<file path="src/rtl/alu_seq.sv">
// ============================================================================
// Module   : alu_seq
// Brief    : Sequential ALU with A/B/pass operand registers, start/done
//            handshake and an iterative one-bit-per-cycle shifter.
// Revision : 1.0  initial release
// ============================================================================
`default_nettype none

module alu_seq #(
  parameter int WIDTH = 32
) (
  input  logic             clk,
  input  logic             reset,
  input  logic [WIDTH-1:0] readd_a_i,
  input  logic [WIDTH-1:0] readd_b_i,
  input  logic [WIDTH-1:0] readd_pass_i,
  input  logic             readin_a_i,
  input  logic             readin_b_i,
  input  logic             readin_pass_i,
  input  logic [2:0]       op_i,
  input  logic             start_i,
  output logic             busy_o,
  output logic             done_o,
  output logic [WIDTH-1:0] result_o,
  output logic [WIDTH-1:0] pass_o,
  output logic             zero_o,
  output logic             carry_o
);

  localparam int SHW = $clog2(WIDTH);

  localparam logic [2:0] OP_ADD = 3'd0;
  localparam logic [2:0] OP_SUB = 3'd1;
  localparam logic [2:0] OP_AND = 3'd2;
  localparam logic [2:0] OP_OR  = 3'd3;
  localparam logic [2:0] OP_XOR = 3'd4;
  localparam logic [2:0] OP_SLT = 3'd5;

  typedef enum logic [0:0] {
    ST_IDLE  = 1'b0,
    ST_SHIFT = 1'b1
  } state_t;

  state_t           state_q, state_d;
  logic [WIDTH-1:0] a_q, a_d, b_q, b_d, pass_q, pass_d;
  logic [WIDTH-1:0] work_q, work_d;
  logic [SHW-1:0]   count_q, count_d;
  logic             dir_q, dir_d;
  logic [WIDTH-1:0] result_q, result_d, pass_out_q, pass_out_d;
  logic             zero_q, zero_d, carry_q, carry_d;
  logic             busy_q, busy_d, done_q, done_d;

  logic [WIDTH:0]   w_sum, w_diff;
  logic [WIDTH-1:0] w_alu_res, w_work_next;
  logic             w_alu_carry;
  logic [SHW-1:0]   w_shamt;

  assign w_sum   = {1'b0, a_q} + {1'b0, b_q};
  assign w_diff  = {1'b0, a_q} - {1'b0, b_q};
  assign w_shamt = b_q[SHW-1:0];
  assign w_work_next = dir_q ? (work_q >> 1) : (work_q << 1);

  // Shift opcodes only reach this path with a zero amount, so they pass a through.
  always_comb begin
    w_alu_res   = a_q;
    w_alu_carry = 1'b0;
    case (op_i)
      OP_ADD: begin
        w_alu_res   = w_sum[WIDTH-1:0];
        w_alu_carry = w_sum[WIDTH];
      end
      OP_SUB: begin
        w_alu_res   = w_diff[WIDTH-1:0];
        w_alu_carry = ~w_diff[WIDTH];
      end
      OP_AND:  w_alu_res = a_q & b_q;
      OP_OR:   w_alu_res = a_q | b_q;
      OP_XOR:  w_alu_res = a_q ^ b_q;
      OP_SLT:  w_alu_res = {{(WIDTH-1){1'b0}}, ($signed(a_q) < $signed(b_q))};
      default: w_alu_res = a_q;
    endcase
  end

  always_comb begin
    a_d        = readin_a_i    ? readd_a_i    : a_q;
    b_d        = readin_b_i    ? readd_b_i    : b_q;
    pass_d     = readin_pass_i ? readd_pass_i : pass_q;
    state_d    = state_q;
    work_d     = work_q;
    count_d    = count_q;
    dir_d      = dir_q;
    result_d   = result_q;
    pass_out_d = pass_out_q;
    zero_d     = zero_q;
    carry_d    = carry_q;
    busy_d     = busy_q;
    done_d     = 1'b0;

    case (state_q)
      ST_IDLE: begin
        if (start_i) begin
          pass_out_d = pass_q;
          if (op_i[2:1] == 2'b11 && w_shamt != '0) begin
            work_d  = a_q;
            count_d = w_shamt;
            dir_d   = op_i[0];
            state_d = ST_SHIFT;
            busy_d  = 1'b1;
          end else begin
            result_d = w_alu_res;
            zero_d   = (w_alu_res == '0);
            carry_d  = w_alu_carry;
            done_d   = 1'b1;
          end
        end
      end
      ST_SHIFT: begin
        work_d  = w_work_next;
        count_d = count_q - SHW'(1);
        if (count_q == SHW'(1)) begin
          result_d = w_work_next;
          zero_d   = (w_work_next == '0);
          carry_d  = 1'b0;
          done_d   = 1'b1;
          busy_d   = 1'b0;
          state_d  = ST_IDLE;
        end
      end
      default: state_d = ST_IDLE;
    endcase
  end

  always_ff @(posedge clk or posedge reset) begin
    if (reset) begin
      state_q    <= ST_IDLE;
      a_q        <= '0;
      b_q        <= '0;
      pass_q     <= '0;
      work_q     <= '0;
      count_q    <= '0;
      dir_q      <= 1'b0;
      result_q   <= '0;
      pass_out_q <= '0;
      zero_q     <= 1'b0;
      carry_q    <= 1'b0;
      busy_q     <= 1'b0;
      done_q     <= 1'b0;
    end else begin
      state_q    <= state_d;
      a_q        <= a_d;
      b_q        <= b_d;
      pass_q     <= pass_d;
      work_q     <= work_d;
      count_q    <= count_d;
      dir_q      <= dir_d;
      result_q   <= result_d;
      pass_out_q <= pass_out_d;
      zero_q     <= zero_d;
      carry_q    <= carry_d;
      busy_q     <= busy_d;
      done_q     <= done_d;
    end
  end

  assign busy_o   = busy_q;
  assign done_o   = done_q;
  assign result_o = result_q;
  assign pass_o   = pass_out_q;
  assign zero_o   = zero_q;
  assign carry_o  = carry_q;

endmodule

`default_nettype wire
</file>
<file path="config.mk">
export PLATFORM = sky130hd
export DESIGN_NAME = alu_seq
export DESIGN_NICKNAME = d
export VERILOG_FILES = /design/src/rtl/alu_seq.sv
export SDC_FILE = /design/constraint.sdc
export NUM_CORES = 1
export LEC_CHECK = 0
export ABC_AREA = 1
export BUFFER_PORTS_ARGS = -buffer_cell sky130_fd_sc_hd__buf_2
export CAP_MARGIN = 20
export CELL_PAD_IN_SITES_DETAIL_PLACEMENT = 0
export CELL_PAD_IN_SITES_GLOBAL_PLACEMENT = 2
export CORE_MARGIN = 2
export CORE_UTILIZATION = 36
export DETAILED_ROUTE_END_ITERATION = 10
export PLACE_DENSITY = 0.95
export SLEW_MARGIN = 20
export SYNTH_ARGS = -nofsm -noshare
export SYNTH_HDL_FRONTEND = slang
export SYNTH_SLANG_ARGS = --single-unit
</file>
<file path="constraint.sdc">
create_clock -name clk -period 12.4 [get_ports clk]
set_input_delay 1.24 -clock clk [delete_from_list [all_inputs] [get_ports clk]]
set_output_delay 1.24 -clock clk [all_outputs]
set_load 0.02 [all_outputs]
</file>
==> impl_metrics.xml <==
<?xml version="1.0" encoding="UTF-8"?>
<metrics>
  <group name="status">
    <metric name="status" unit="">finished, final reports clean</metric>
  </group>
  <group name="synth">
    <metric name="async_flop_share" unit="%">100</metric>
    <metric name="post_synth_instance_area" unit="um^2">15000</metric>
    <metric name="synth-edff-count" unit="">0</metric>
    <metric name="synth.ff_latch_count" unit="">203</metric>
    <metric name="syn_avg_cell_area" unit="um^2">6.63</metric>
    <metric name="synth_area_leaders" unit="">dfrtp_1 (34%), nand2_1 (17%), inv_1 (9.5%)</metric>
    <metric name="synth_largest_area_cell" unit="">dfrtp_1</metric>
    <metric name="netlist-cell-type-count" unit="">41</metric>
    <metric name="synth_flop_cell" unit="">dfrtp_1</metric>
    <metric name="synth-warning-count" unit="">0</metric>
    <metric name="synth.cells.most_frequent" unit="">nand2_1 (666), inv_1 (377), dfrtp_1 (203)</metric>
    <metric name="synthesis.instances" unit="">2257</metric>
    <metric name="synth_most_common_cell" unit="">nand2_1</metric>
    <metric name="yosysTopAreaCellShare" unit="%">34.0</metric>
    <metric name="synth_nets" unit="">2469</metric>
    <metric name="seq_area_frac_synth" unit="%">34.0</metric>
  </group>
  <group name="drt">
    <metric name="vias" unit="">15217</metric>
    <metric name="finalWirelength" unit="mm">55.5</metric>
    <metric name="vias_per_cell" unit="">5.23</metric>
    <metric name="dr_wl_met3" unit="mm">3.85</metric>
    <metric name="met2_wire_length" unit="mm">24.9</metric>
    <metric name="avgRoutedWirePerCell" unit="um">19.1</metric>
    <metric name="final_antenna_net_count" unit="">0</metric>
    <metric name="post-route-drc-count" unit="">0</metric>
    <metric name="detail_route.wirelength.met1" unit="mm">25.1</metric>
    <metric name="first_pass_iters" unit="">6</metric>
    <metric name="highest_layer" unit="">met4</metric>
    <metric name="drt_iter0_markers" unit="">1482</metric>
  </group>
  <group name="floorplan">
    <metric name="ioPinCount" unit="">173</metric>
    <metric name="die_boundary_height" unit="um">208</metric>
    <metric name="die_area" unit="um^2">43200</metric>
    <metric name="std_cell_rows" unit="">74</metric>
    <metric name="core_area" unit="um^2">40900</metric>
    <metric name="initial_core_util" unit="%">36.6</metric>
    <metric name="die_width" unit="um">208</metric>
  </group>
  <group name="clock_network">
    <metric name="htree_num_levels" unit="">1</metric>
    <metric name="clk_latency" unit="ns">0.53</metric>
    <metric name="path_clk_slew" unit="ns">0.06</metric>
    <metric name="cts_made_buffers" unit="">22</metric>
    <metric name="postCtsSetupRepairBufs" unit="">0</metric>
    <metric name="cts_resized" unit="">0</metric>
    <metric name="clock_tree.buffer_depth" unit="">3</metric>
    <metric name="cts-hold-fix-buffers" unit="">0</metric>
    <metric name="tritoncts" unit="">built</metric>
    <metric name="cts_num_sinks" unit="">203</metric>
    <metric name="cts.root.buffer_cell" unit="">clkbuf_16</metric>
  </group>
  <group name="timing">
    <metric name="final.setup.tns" unit="ns">0</metric>
    <metric name="post-route-min-period" unit="ns">3.49</metric>
    <metric name="timing.final.crit_share" unit="%">28.1</metric>
    <metric name="clock_skew" unit="ns">0.0142</metric>
    <metric name="max-slew-margin-rel" unit="%">38.3</metric>
    <metric name="grt_setup_unrepaired" unit="">false</metric>
    <metric name="max_slew.worst_pin.slew" unit="ns">0.926</metric>
    <metric name="fmax" unit="GHz">0.287</metric>
    <metric name="final-hold-violation-count" unit="">0</metric>
    <metric name="smallest_hold_slack" unit="ns">0.475</metric>
    <metric name="count_of_final_setup_violators" unit="">0</metric>
    <metric name="finalMaxSlewViolations" unit="">0</metric>
  </group>
  <group name="finish">
    <metric name="antennaDiodeCount" unit="">0</metric>
    <metric name="final_layout_size_suffix_gt1_share" unit="%">10.8</metric>
    <metric name="final_core_utilization" unit="%">41.3</metric>
    <metric name="final_net_count" unit="">2577</metric>
    <metric name="synthToLayoutAreaGrowth" unit="%">12.9</metric>
  </group>
  <group name="place">
    <metric name="buffer_ports.inserted" unit="">172</metric>
    <metric name="dpl.hpwl" unit="mm">43.3</metric>
    <metric name="weighted_congestion_reported_at_the_end_of_routability_driven_placement" unit="">0.947</metric>
  </group>
  <group name="worst_setup_path">
    <metric name="worstSetupPathType" unit="">in2reg</metric>
    <metric name="timing.critical_path.required" unit="ns">12.84</metric>
    <metric name="crit_path_cell_trace" unit="">buf_2 -&gt; nand2_1 -&gt; buf_4 -&gt; inv_1 -&gt; nand2_1 -&gt; inv_1 -&gt; nor2_1 -&gt; nor2_2 -&gt; inv_1 -&gt; nor2_1 -&gt; a31oi_1</metric>
    <metric name="critical_path.reg2reg.startpoint" unit="">a_q[19]$_DFFE_PP0P_</metric>
    <metric name="worst-path-max-fanout" unit="">31</metric>
    <metric name="critPathMostFrequentCell" unit="">inv_1</metric>
    <metric name="startpoint_class" unit="">input pin</metric>
    <metric name="critical_path.slowest_cell" unit="">nor2_1</metric>
    <metric name="rrSetupSlack" unit="ns">9.08</metric>
    <metric name="worst_ep_arrival_time" unit="ns">3.93</metric>
    <metric name="worst_r2r_endpoint" unit="">zero_o$_DFFE_PP0P_</metric>
    <metric name="logic_depth_of_the_worst_register_to_register_path" unit="">18</metric>
    <metric name="timing.critical_path.slowest_cell_delay" unit="ns">0.62</metric>
    <metric name="worst_setup_path_end_kind" unit="">register</metric>
  </group>
  <group name="hold_path">
    <metric name="min_delay_path_depth" unit="">2</metric>
    <metric name="hold_path_endpoint" unit="">busy_o$_DFFE_PP0P_</metric>
    <metric name="holdCritPathClass" unit="">reg2reg</metric>
    <metric name="hold_path_startpoint" unit="">busy_o$_DFFE_PP0P_</metric>
  </group>
  <group name="grt">
    <metric name="wire_length_of_the_first_global_routing_pass" unit="mm">85.1</metric>
    <metric name="antenna_found_initial" unit="">0</metric>
    <metric name="groute.usage.overall" unit="%">25.1</metric>
    <metric name="grt_max_degree" unit="">119</metric>
    <metric name="grt_pass1_vias" unit="">14618</metric>
    <metric name="gr-total-overflow" unit="">0</metric>
  </group>
  <group name="power">
    <metric name="leakagePower" unit="uW">0.00900</metric>
    <metric name="worst_ir_drop_vdd" unit="mV">0.160</metric>
    <metric name="power.density" unit="nW/um^2">181</metric>
    <metric name="power" unit="uW">3060</metric>
  </group>
  <group name="run">
    <metric name="maxCapViolCount" unit="">0</metric>
  </group>
</metrics>
-- critical path: cells and delay by family --
family,cells,cell delay (ns)
compound gates,1,0.17
buf+inv,5,1.47
simple gates,5,1.04
-- through the flow --
stage	setup slack [ns]	std cells	instance area, um^2
6_report	8.91	2911	16900
5_1_grt	8.61	2911	16900
4_1_cts	8.92	2911	16900
3_5_place_dp	8.36	2873	16100
3_3_place_gp	8.50	2873	16100
2_1_floorplan	5.62	2257	15000
-- sequential cells by signal, summed over array words and instances (netlist names), 5 cells and up --
name,count
a_q,32
b_q,32
pass_o,32
pass_q,32
result_o,32
work_q,32
count_q,5
-- cell type report --
type / instances / area [um^2]
Timing Repair Buffer: 184 / 951
Inverter: 383 / 1450
Tap cell: 532 / 666
Clock buffer: 30 / 652
Clock inverter: 8 / 97.6
Fill cell: 4387 / 24000
Multi-Input combinational cell: 1571 / 8010
Sequential cell: 203 / 5080
-- layout by cell type, fill, tap and decap left out, types with 36 or more instances in the layout --
master     n
nand2_1  666
inv_1    376
dfrtp_1  203
nor2_1   188
o21ai_0  188
buf_2    172
nand3_1  143
ha_1     105
a21oi_1   76
nand4_1   36
-- worst max-delay path by stage --
stage,endpoint,slack (ns),start,cells after the start
finish,result_o[7]$_DFFE_PP0P_,8.91,op_i[1],11
global route,result_o[2]$_DFFE_PP0P_,8.61,op_i[1],11
CTS,result_o[7]$_DFFE_PP0P_,8.92,op_i[1],11
detailed placement,result_o[15]$_DFFE_PP0P_,8.36,op_i[1],10
global placement,result_o[16]$_DFFE_PP0P_,8.50,op_i[1],10
floorplan,a_q[0]$_DFFE_PP0P_,5.62,reset,1
-- layer usage --
| metal | vias to the layer above | track usage (%) |
|---|---|---|
| li1 | 7368 | - |
| met1 | 7216 | 35.7 |
| met2 | 554 | 39.6 |
| met3 | 79 | 3.18 |
| met4 | 0 | 8.24 |
| met5 | - | 0 |
-- cell families (layout without fill, tap and decap cells) --
family                   Yosys count  in the layout  synth area share (%)
AND/OR/NAND/NOR                 1089           1089                  30.1
buffers and inverters            483            605                  12.5
AO/OA/AOI/OAI                    373            373                  14.3
flip-flops                       203            203                  34.0
adder cells (fa/ha/maj)          107            107                  9.05
XOR/XNOR                           2              2                 0.117
-- where the power goes --
part	switching, uW	internal (uW)
Sequential	134	866
Clock	278	409
Combinational	938	432
Total	1350	1710
(Power assumes the default switching activity.)
